===== config.mk =====
export PLATFORM = sky130hd
export DESIGN_NAME = systolic_feeder
export DESIGN_NICKNAME = d
export VERILOG_FILES = /design/src/rtl/systolic_feeder.sv
export SDC_FILE = /design/constraint.sdc
export NUM_CORES = 1
export LEC_CHECK = 0
export BUFFER_PORTS_ARGS = -buffer_cell sky130_fd_sc_hd__buf_2
export CELL_PAD_IN_SITES_DETAIL_PLACEMENT = 1
export CELL_PAD_IN_SITES_GLOBAL_PLACEMENT = 1
export CORE_UTILIZATION = 39
export DETAILED_ROUTE_END_ITERATION = 10
export GPL_TIMING_DRIVEN = 0
export PLACE_DENSITY_LB_ADDON = 0.1
export SKIP_LAST_GASP = 1
export SYNTH_ARGS = -nofsm -noshare
export SYNTH_HDL_FRONTEND = slang
export SYNTH_SLANG_ARGS = --single-unit

===== constraint.sdc =====
create_clock -name clk -period 2.6 [get_ports clk]
set_clock_uncertainty 0.2 [all_clocks]
set_input_delay 0.13 -clock clk [delete_from_list [all_inputs] [get_ports clk]]
set_output_delay 0.13 -clock clk [all_outputs]
set_load 0.02 [all_outputs]

===== src/rtl/systolic_feeder.sv =====
// systolic_feeder: streaming front-end for the N x N systolic array.
// Takes unskewed x rows / w columns on a valid/ready handshake, applies the
// per-lane diagonal skew (lane j delayed by j advances), appends zero flush
// vectors so the last products drain through the array, honours arr_stall
// and pulses done when the job is complete.
module systolic_feeder #(
    parameter int N          = 4,
    parameter int DATA_W     = 32,
    parameter int KMAX       = 256,
    parameter int PIPE_EXTRA = 3
) (
    input  logic                         clk,
    input  logic                         n_rst,
    input  logic                         start,
    input  logic [$clog2(KMAX+1)-1:0]    k_len,
    input  logic                         in_valid,
    output logic                         in_ready,
    input  logic [N*DATA_W-1:0]          x_row,
    input  logic [N*DATA_W-1:0]          w_col,
    output logic                         arr_start,
    output logic                         arr_valid,
    output logic [N*DATA_W-1:0]          arr_x,
    output logic [N*DATA_W-1:0]          arr_w,
    input  logic                         arr_stall,
    output logic                         busy,
    output logic                         done
);

    localparam int KW        = $clog2(KMAX + 1);
    localparam int FLUSH_LEN = N - 1 + PIPE_EXTRA;
    localparam int FW        = $clog2(FLUSH_LEN + 2);

    typedef enum logic [1:0] {
        IDLE  = 2'd0,
        FEED  = 2'd1,
        FLUSH = 2'd2,
        DONE  = 2'd3
    } state_t;

    state_t state;
    state_t state_nxt;

    logic [KW-1:0]       k_lat;
    logic [KW-1:0]       beat_cnt;
    logic [FW-1:0]       flush_cnt;
    logic [KW-1:0]       k_clamped;
    logic                start_pend;
    logic                armed;
    logic                accept_start;
    logic                advance;
    logic                feed_src;
    logic [N*DATA_W-1:0] src_x;
    logic [N*DATA_W-1:0] src_w;

    // Oversized job lengths saturate at the largest supported reduction.
    assign k_clamped = (k_len > KW'(KMAX)) ? KW'(KMAX) : k_len;

    // 'armed' is low only in the first cycle after reset release, so a start
    // coinciding with the release edge is ignored.
    assign accept_start = (state == IDLE) && start && armed;

    assign advance = arr_valid && !arr_stall;

    // Lane-0 source is the producer vector while feeding, zeros otherwise.
    assign src_x = feed_src ? x_row : '0;
    assign src_w = feed_src ? w_col : '0;

    assign busy      = (state != IDLE);
    assign done      = (state == DONE);
    assign arr_start = start_pend;

    // Next-state and handshake outputs for the job sequencer.
    always_comb begin
        state_nxt = state;
        in_ready  = 1'b0;
        arr_valid = 1'b0;
        feed_src  = 1'b0;
        case (state)
            IDLE: begin
                if (accept_start) begin
                    state_nxt = (k_clamped == '0) ? DONE : FEED;
                end
            end
            FEED: begin
                in_ready  = !arr_stall;
                arr_valid = in_valid;
                feed_src  = 1'b1;
                if (in_valid && !arr_stall && (beat_cnt == k_lat - KW'(1))) begin
                    state_nxt = (FLUSH_LEN == 0) ? DONE : FLUSH;
                end
            end
            FLUSH: begin
                arr_valid = 1'b1;
                if (!arr_stall && (flush_cnt == FW'(FLUSH_LEN - 1))) begin
                    state_nxt = DONE;
                end
            end
            DONE: begin
                state_nxt = IDLE;
            end
            default: begin
                state_nxt = IDLE;
            end
        endcase
    end

    // State register, job length latch, beat/flush counters and arr_start pulse.
    always_ff @(posedge clk or negedge n_rst) begin
        if (!n_rst) begin
            state      <= IDLE;
            k_lat      <= '0;
            beat_cnt   <= '0;
            flush_cnt  <= '0;
            start_pend <= 1'b0;
            armed      <= 1'b0;
        end else begin
            armed      <= 1'b1;
            state      <= state_nxt;
            start_pend <= accept_start;
            if (accept_start) begin
                k_lat     <= k_clamped;
                beat_cnt  <= '0;
                flush_cnt <= '0;
            end else if (advance) begin
                if (state == FEED) begin
                    beat_cnt <= beat_cnt + KW'(1);
                end
                if (state == FLUSH) begin
                    flush_cnt <= flush_cnt + FW'(1);
                end
            end
        end
    end

    // Lane 0 has no delay.
    assign arr_x[0 +: DATA_W] = src_x[0 +: DATA_W];
    assign arr_w[0 +: DATA_W] = src_w[0 +: DATA_W];

    for (genvar j = 1; j < N; j++) begin : g_lane
        logic [DATA_W-1:0] cx [0:j-1];
        logic [DATA_W-1:0] cw [0:j-1];

        // j-deep delay chain for lane j, cleared at job start so each job is
        // framed by zero padding.
        always_ff @(posedge clk or negedge n_rst) begin
            if (!n_rst) begin
                for (int i = 0; i < j; i++) begin
                    cx[i] <= '0;
                    cw[i] <= '0;
                end
            end else if (accept_start) begin
                for (int i = 0; i < j; i++) begin
                    cx[i] <= '0;
                    cw[i] <= '0;
                end
            end else if (advance) begin
                cx[0] <= src_x[j*DATA_W +: DATA_W];
                cw[0] <= src_w[j*DATA_W +: DATA_W];
                for (int i = 1; i < j; i++) begin
                    cx[i] <= cx[i-1];
                    cw[i] <= cw[i-1];
                end
            end
        end

        assign arr_x[j*DATA_W +: DATA_W] = cx[j-1];
        assign arr_w[j*DATA_W +: DATA_W] = cw[j-1];
    end

endmodule


==> results of run 1 <==
power breakdown:
group | switching, uW | internal [uW] | leakage, uW | total, uW
combinational | 7470 | 5200 | 0.00661 | 12700
sequential | 1740 | 9070 | 0.00556 | 10800
clock | 2630 | 3640 | 0.000693 | 6280
logic make-up after synthesis:
group	after synthesis
XOR/XNOR	20
other	1
buffers and inverters	271
flip-flops	409
AO/OA/AOI/OAI	412
AND/OR/NAND/NOR	642
multiplexers	3
adder cells (fa/ha/maj)	8
sequential cells by signal, summed over array words and instances, names as in the netlist:
signal / count
g_lane.cw: 128
g_lane.cx: 128
arr_w: 64
arr_x: 64
beat_cnt: 9
k_lat: 9
flush_cnt: 3
state: 2
armed: 1
arr_start: 1
worst max-delay path by stage:
| stage | start | endpoint | cells past startpoint |
|---|---|---|---|
| 2_1_floorplan | state[1] | g_lane[1].cw[31] | 10 |
| 3_3_place_gp | n_rst | arr_x[110] | 1 |
| 3_5_place_dp | state[0] | arr_x[120] | 10 |
| 4_1_cts | state[0] | g_lane[1].cw[31] | 10 |
| 5_1_grt | k_lat[1] | state[1] | 9 |
| 6_report | state[1] | arr_x[13] | 6 |
placed cells by master, fill, tap and decap left out, types with 2 or more instances in the layout:
cell and n:
a21oi_1 197, a22o_1 67, a22oi_1 124, a311oi_1 2, and2_1 64, and3_1 2
buf_16 3, buf_2 545, buf_4 140, buf_6 5, buf_8 2, clkbuf_1 33
clkbuf_16 47, clkbuf_2 70, clkbuf_4 12, clkbuf_8 9, clkinv_2 3, dfrtp_1 408
diode_2 7, dlygate4sd3_1 211, ha_1 7, inv_1 8, mux2i_1 3, nand2_1 400
nand2b_1 7, nand3_1 2, nand3b_1 6, nand4_1 4, nor2_1 137, nor2_4 3
nor3_1 3, nor4_1 2, o21ai_0 10, or3_1 2, xnor2_1 8, xor2_1 12
metal layers:
metal | up-vias | share of wire, % | track usage, %
met2 | 484 | 48 | 47.0
met5 | - | 0.020 | 0
met4 | 2 | 3.4 | 10.8
li1 | 7376 | - | -
met1 | 8066 | 42 | 36.4
met3 | 114 | 6.5 | 6.82
through the flow:
| stage | TNS [ns] | setup WS, ns | total power (uW) | hold WS [ns] | std cells |
|---|---|---|---|---|---|
| 6_report | 0 | 0.111 | 29800 | 0.00905 | 3188 |
| 5_1_grt | -0.0185 | -0.0178 | 31500 | 0.0652 | 3186 |
| 4_1_cts | 0 | 0.00137 | 29500 | 0.0345 | 3180 |
| 3_5_place_dp | -229.52 | -0.911 | 22700 | 0.0423 | 2890 |
| 3_3_place_gp | -3095.78 | -7.13 | 22400 | 0.153 | 2887 |
| 2_1_floorplan | 0 | 0.188 | 18400 | -0.366 | 1766 |
final cells by class:
type / count / area [sq um] / share of cell area [%]
antenna: 7 / 17.5 / 0.0708
buffer: 261 / 1710 / 6.92
clock buffer: 73 / 1350 / 5.47
clock inverter: 6 / 62.6 / 0.253
inverter: 9 / 33.8 / 0.136
multi-input combinational: 1086 / 5720 / 23.1
sequential: 409 / 10200 / 41.3
tap: 592 / 741 / 2.99
timing repair buffer: 745 / 4880 / 19.7
what timing repair did:
action / 4_1_cts / 5_1_grt
hold endpoints to repair: 306 / 0
setup endpoints to repair: 458 / 423
resized for setup: 67 / 148
pin swaps: 1 / 1
buffers inserted: 1 / 1
hold buffers: 211 / 0
==> impl_metrics.ini, run 1 <==
[run_status]
status = finished clean

[critical_path]
worstReg2RegStart = state[0]
slowest_delay_ns = 0.39
required_ns = 2.27
r2r-end = arr_w[65]
path_buf_inv = 4
reg2regPathDepth = 11
critPathSlowestCell = dfrtp_1
worst_setup_path_start_kind = flop
crit_family = buffers and inverters
crit_path_cell_trace = inv_1 -> ha_1 -> buf_4 -> clkbuf_2 -> and2_1 -> buf_2
r2r_slack_ns = 0.12
crit_type = reg2out
critPathArrivalTime_ns = 2.16
cp_max_fo = 10
end_kind = primary output

[die]
core_area_sq_um = 44100
die_w_um = 213
dieArea_sq_um = 45600
die_height_um = 213
row_count = 77
initial_utilization_pct = 39.5
num_io_pins = 531

[logic_synthesis]
syn_area_per_cell_sq_um = 9.88
synth_compound_area_share_pct = 15.3
synth_cell_types = 48
seq_area_frac_synth_pct = 58.7
ys_dominant_reg_cell = dfrtp_1
synthAdderAreaFrac_pct = 0.574
yosys_warnings = 0
ys_ff_latch = 409
synthSimpleGateAreaFrac_pct = 15.5
syn_area_sq_um = 17400
synth-edff-count = 0
netlist_top_cells_count = 409 x dfrtp_1, 401 x nand2_1, 197 x a21oi_1
synth_nets = 2044
netlist_instances = 1766
async_flop_share_pct = 100
synthXorXnorAreaFrac_pct = 1.00
synthMuxAreaShare_pct = 0.172
synth_top_cell_area_share_pct = 58.7
synth.area.top_cells = dfrtp_1 59%, nand2_1 8.6%, a21oi_1 5.7%, buf_4 5.5%, a22oi_1 5.4%
yosysMostFrequentCell = dfrtp_1
synth_top_family_by_area = simple AND/OR/NAND/NOR gates
yosysTopAreaCell = dfrtp_1

[clocking]
cts_sinks = 409
cts_root_buf = clkbuf_16
cts_made_buffers = 45
cts_tree = done
clk_path_buf_depth = 3
cts.clk_slew.worst_paths_ns = 0.05
cts.htree.levels = 2
clkLatencyLatePin_ns = 0.58

[detailed_routing]
ant_nets = 0
drt_first_pass_iters = 5
vias = 16000
viasPerCell = 5.03
postRouteWirelength_um = 65200
drc = 0
post_drt_wl_per_cell_um = 20.5
drt_first_iter_violations = 875

[placement]
routabilityCongestion = 0.959
dpl_cell_area_sq_um = 20900
dpl.hpwl_um = 43900
io_buffers = 529

[global_route]
grt_pass1_wl_um = 99200
antenna_found_initial = 7
gr-total-overflow = 0
grt_max_degree = 115
grt_pass1_vias = 17300
grt_use_total_pct = 28.5

[layout]
fin_util_pct = 56.1
fin_nets = 2835
n_fill_cell = 5125
drive_gt1_share_pct = 33.0
design_area_sq_um = 24800
area_delta_synth_final_pct = 41.9

[timing]
timing.fmax_mhz = 402
worstMarginPinSlew_ns = 0.823
drv_slew = 0
setup_viol = 0
hold_violations = 0
maxSlewHeadroom_pct = 45.1
finalCritPeriodShare_pct = 95.7
period_needed_ns = 2.49

[pwr]
leakage_uw = 0.0129
power.density_nw_per_um2 = 1200
ir_drop_mv = 0.775

[worst_hold_path]
min_path_type = in2async

[flow_run]
max-cap-violations = 0
Note: power is estimated with default switching activity, not from simulation.
==> inputs of run 2 (changes only) <==
--- a/config.mk
+++ b/config.mk
@@ -13,3 +13,3 @@
 export GPL_TIMING_DRIVEN = 0
-export PLACE_DENSITY_LB_ADDON = 0.1
+export PLACE_DENSITY = 0.86
 export SKIP_LAST_GASP = 1
==> constraint.sdc (replaced) <==
create_clock -name clk -period 2.6 [get_ports clk]
set_clock_uncertainty 0.2 [all_clocks]
set_input_delay 0.39 -clock clk [delete_from_list [all_inputs] [get_ports clk]]
set_output_delay 0.39 -clock clk [all_outputs]
set_load 0.02 [all_outputs]
==> impl_metrics.ini, run 2 (synthesis results as in run 1) <==
[layout]
design_area_sq_um = 24800
fin_util_pct = 56.2
top_regs = g_lane.cw: 128 flops, g_lane.cx: 128 flops
final_common_cell = buf_2
drive_gt1_share_pct = 33.6
fin_nets = 2829
final_cell_mix = 541 x buf_2, 408 x dfrtp_1, 400 x nand2_1, 202 x dlygate4sd3_1, 197 x a21oi_1
area_delta_synth_final_pct = 42.1

[timing]
hold_violations = 0
timing.fmax_mhz = 384
worstMarginPinSlew_ns = 0.864
setup_viol = 2
rsz0062_at_grt = yes
period_needed_ns = 2.60
setup_ws_ns = -0.00461
finalCritPeriodShare_pct = 100
drv_slew = 0
maxSlewHeadroom_pct = 42.4

[clocking]
clkLatencyLatePin_ns = 0.58
clk_path_buf_depth = 3
cts.htree.levels = 2
cts_sinks = 409
cts_made_buffers = 44
cts_root_buf = clkbuf_16
cts_tree = done
cts.clk_slew.worst_paths_ns = 0.07

[flow_run]
max-cap-violations = 0

[detailed_routing]
vias = 17300
drt_first_pass_iters = 5
drt_first_iter_violations = 1264
ant_nets = 0
post_drt_wl_per_cell_um = 24.8
drc = 0
postRouteWirelength_um = 79000
viasPerCell = 5.42

[placement]
dpl_cell_area_sq_um = 20900
io_buffers = 529
dpl.hpwl_um = 47300
dp_slack_ns = -0.962
routabilityCongestion = 0.928

[die]
die_height_um = 213
num_io_pins = 531
row_count = 77
dieArea_sq_um = 45600
die_w_um = 213
core_area_sq_um = 44100
initial_utilization_pct = 39.5

[run_status]
violations = negative setup slack
status = complete, but fails checks

[global_route]
grt_pass1_wl_um = 114000
antenna_found_initial = 9
gr-total-overflow = 0
grt_pass1_vias = 18700
grt_max_degree = 122
grt_use_total_pct = 33.8

[pwr]
ir_drop_mv = 0.626
leakage_uw = 0.0129
power_frac_comb_pct = 43.3
power_frac_clock_pct = 21.1
total_power_uw = 31400
power.internal_uw = 18200
power.density_nw_per_um2 = 1260
seqPwrFrac_pct = 35.7
swShare_pct = 42.1
switchingPower_uw = 13200

[critical_path]
critPathArrivalTime_ns = 2.90
worst_setup_path_start_kind = flop
end_kind = flop
crit_type = reg2reg
required_ns = 2.89
cp_max_fo = 5
r2r_slack_ns = -0.005

[worst_hold_path]
min_path_type = in2reg
## run 2: cell count changes in the layout (fill, tap and decap cells not counted), sizes merged, moves of 2 or more
cell / delta
dlygate4sd3: -9
bufinv: +2
clkbuf: -13
clkinv: +5
buf: +7
## run 2: stage by stage
stage / TNS (ns) / hold slack [ns] / std cells
final: -0.00488 / 0.0423 / 3183
after global routing: -1.61 / 0.0823 / 3177
after CTS: -2.41 / 0.0146 / 3171
after detailed placement: -243.22 / 0.277 / 2890
after global placement: -3010.96 / 0.278 / 2887
after floorplan: 0 / -0.106 / 1766
## run 2: final timing paths
check / from / cells past startpoint / to
worst min-delay path: start / 3 / k_lat[2]
worst max register to register: k_lat[0] / 9 / state[1]
worst min register to register: g_lane[1].cw[31] / 1 / g_lane[1].cw[31]
worst max-delay path: k_lat[0] / 9 / state[1]
min in group asynchronous: n_rst / 2 / arr_w[113]
max in group asynchronous: n_rst / 4 / g_lane[1].cx[4]
## run 2: critical path: stages, from the launching register on
cell	delay, ns
dfrtp_2	0.42
inv_1	0.08
ha_1	0.25
nor4b_4	0.15
buf_4	0.16
a211o_1	0.27
a32oi_1	0.27
a211oi_2	0.14
o31a_2	0.41
mux2i_1	0.17
## run 2: area by class of cell
type                            count  area [sq um]
Antenna cell                        8          20.0
Buffer                            260          1700
Clock buffer                       63          1300
Clock inverter                     15           164
Fill cell                        5038         19300
Inverter                            9          33.8
Multi-Input combinational cell   1086          5750
Sequential cell                   409         10200
Tap cell                          592           741
Timing Repair Buffer              741          4840
## run 2: what timing repair did
action / 4_1_cts / 5_1_grt
gates cloned: 0 / 0
setup buffers: 3 / 4
setup endpoints to repair: 463 / 423
gates resized for setup: 87 / 123
hold buffers: 202 / 0
endpoints found under the hold margin: 308 / 0
pin swaps: 2 / 1
## run 2: routing by layer
layer / GRT usage (%) / routed length (um) / part of all wire (%)
met3: 7.69 / 5840 / 7.4
met1: 41.2 / 30600 / 39
met5: 0 / 0 / 0
met4: 18.5 / 4390 / 5.6
met2: 55.5 / 38100 / 48
## run 2: power by group through the flow
stage                     combinational [uW]  clock, uW  sequential (uW)
after floorplan                         7480          0            10900
after global placement                 11500          0            10700
after detailed placement               12100          0            10800
after CTS                              12600       6500            10800
after global routing                   14400       6860            11400
final                                  13600       6600            11200
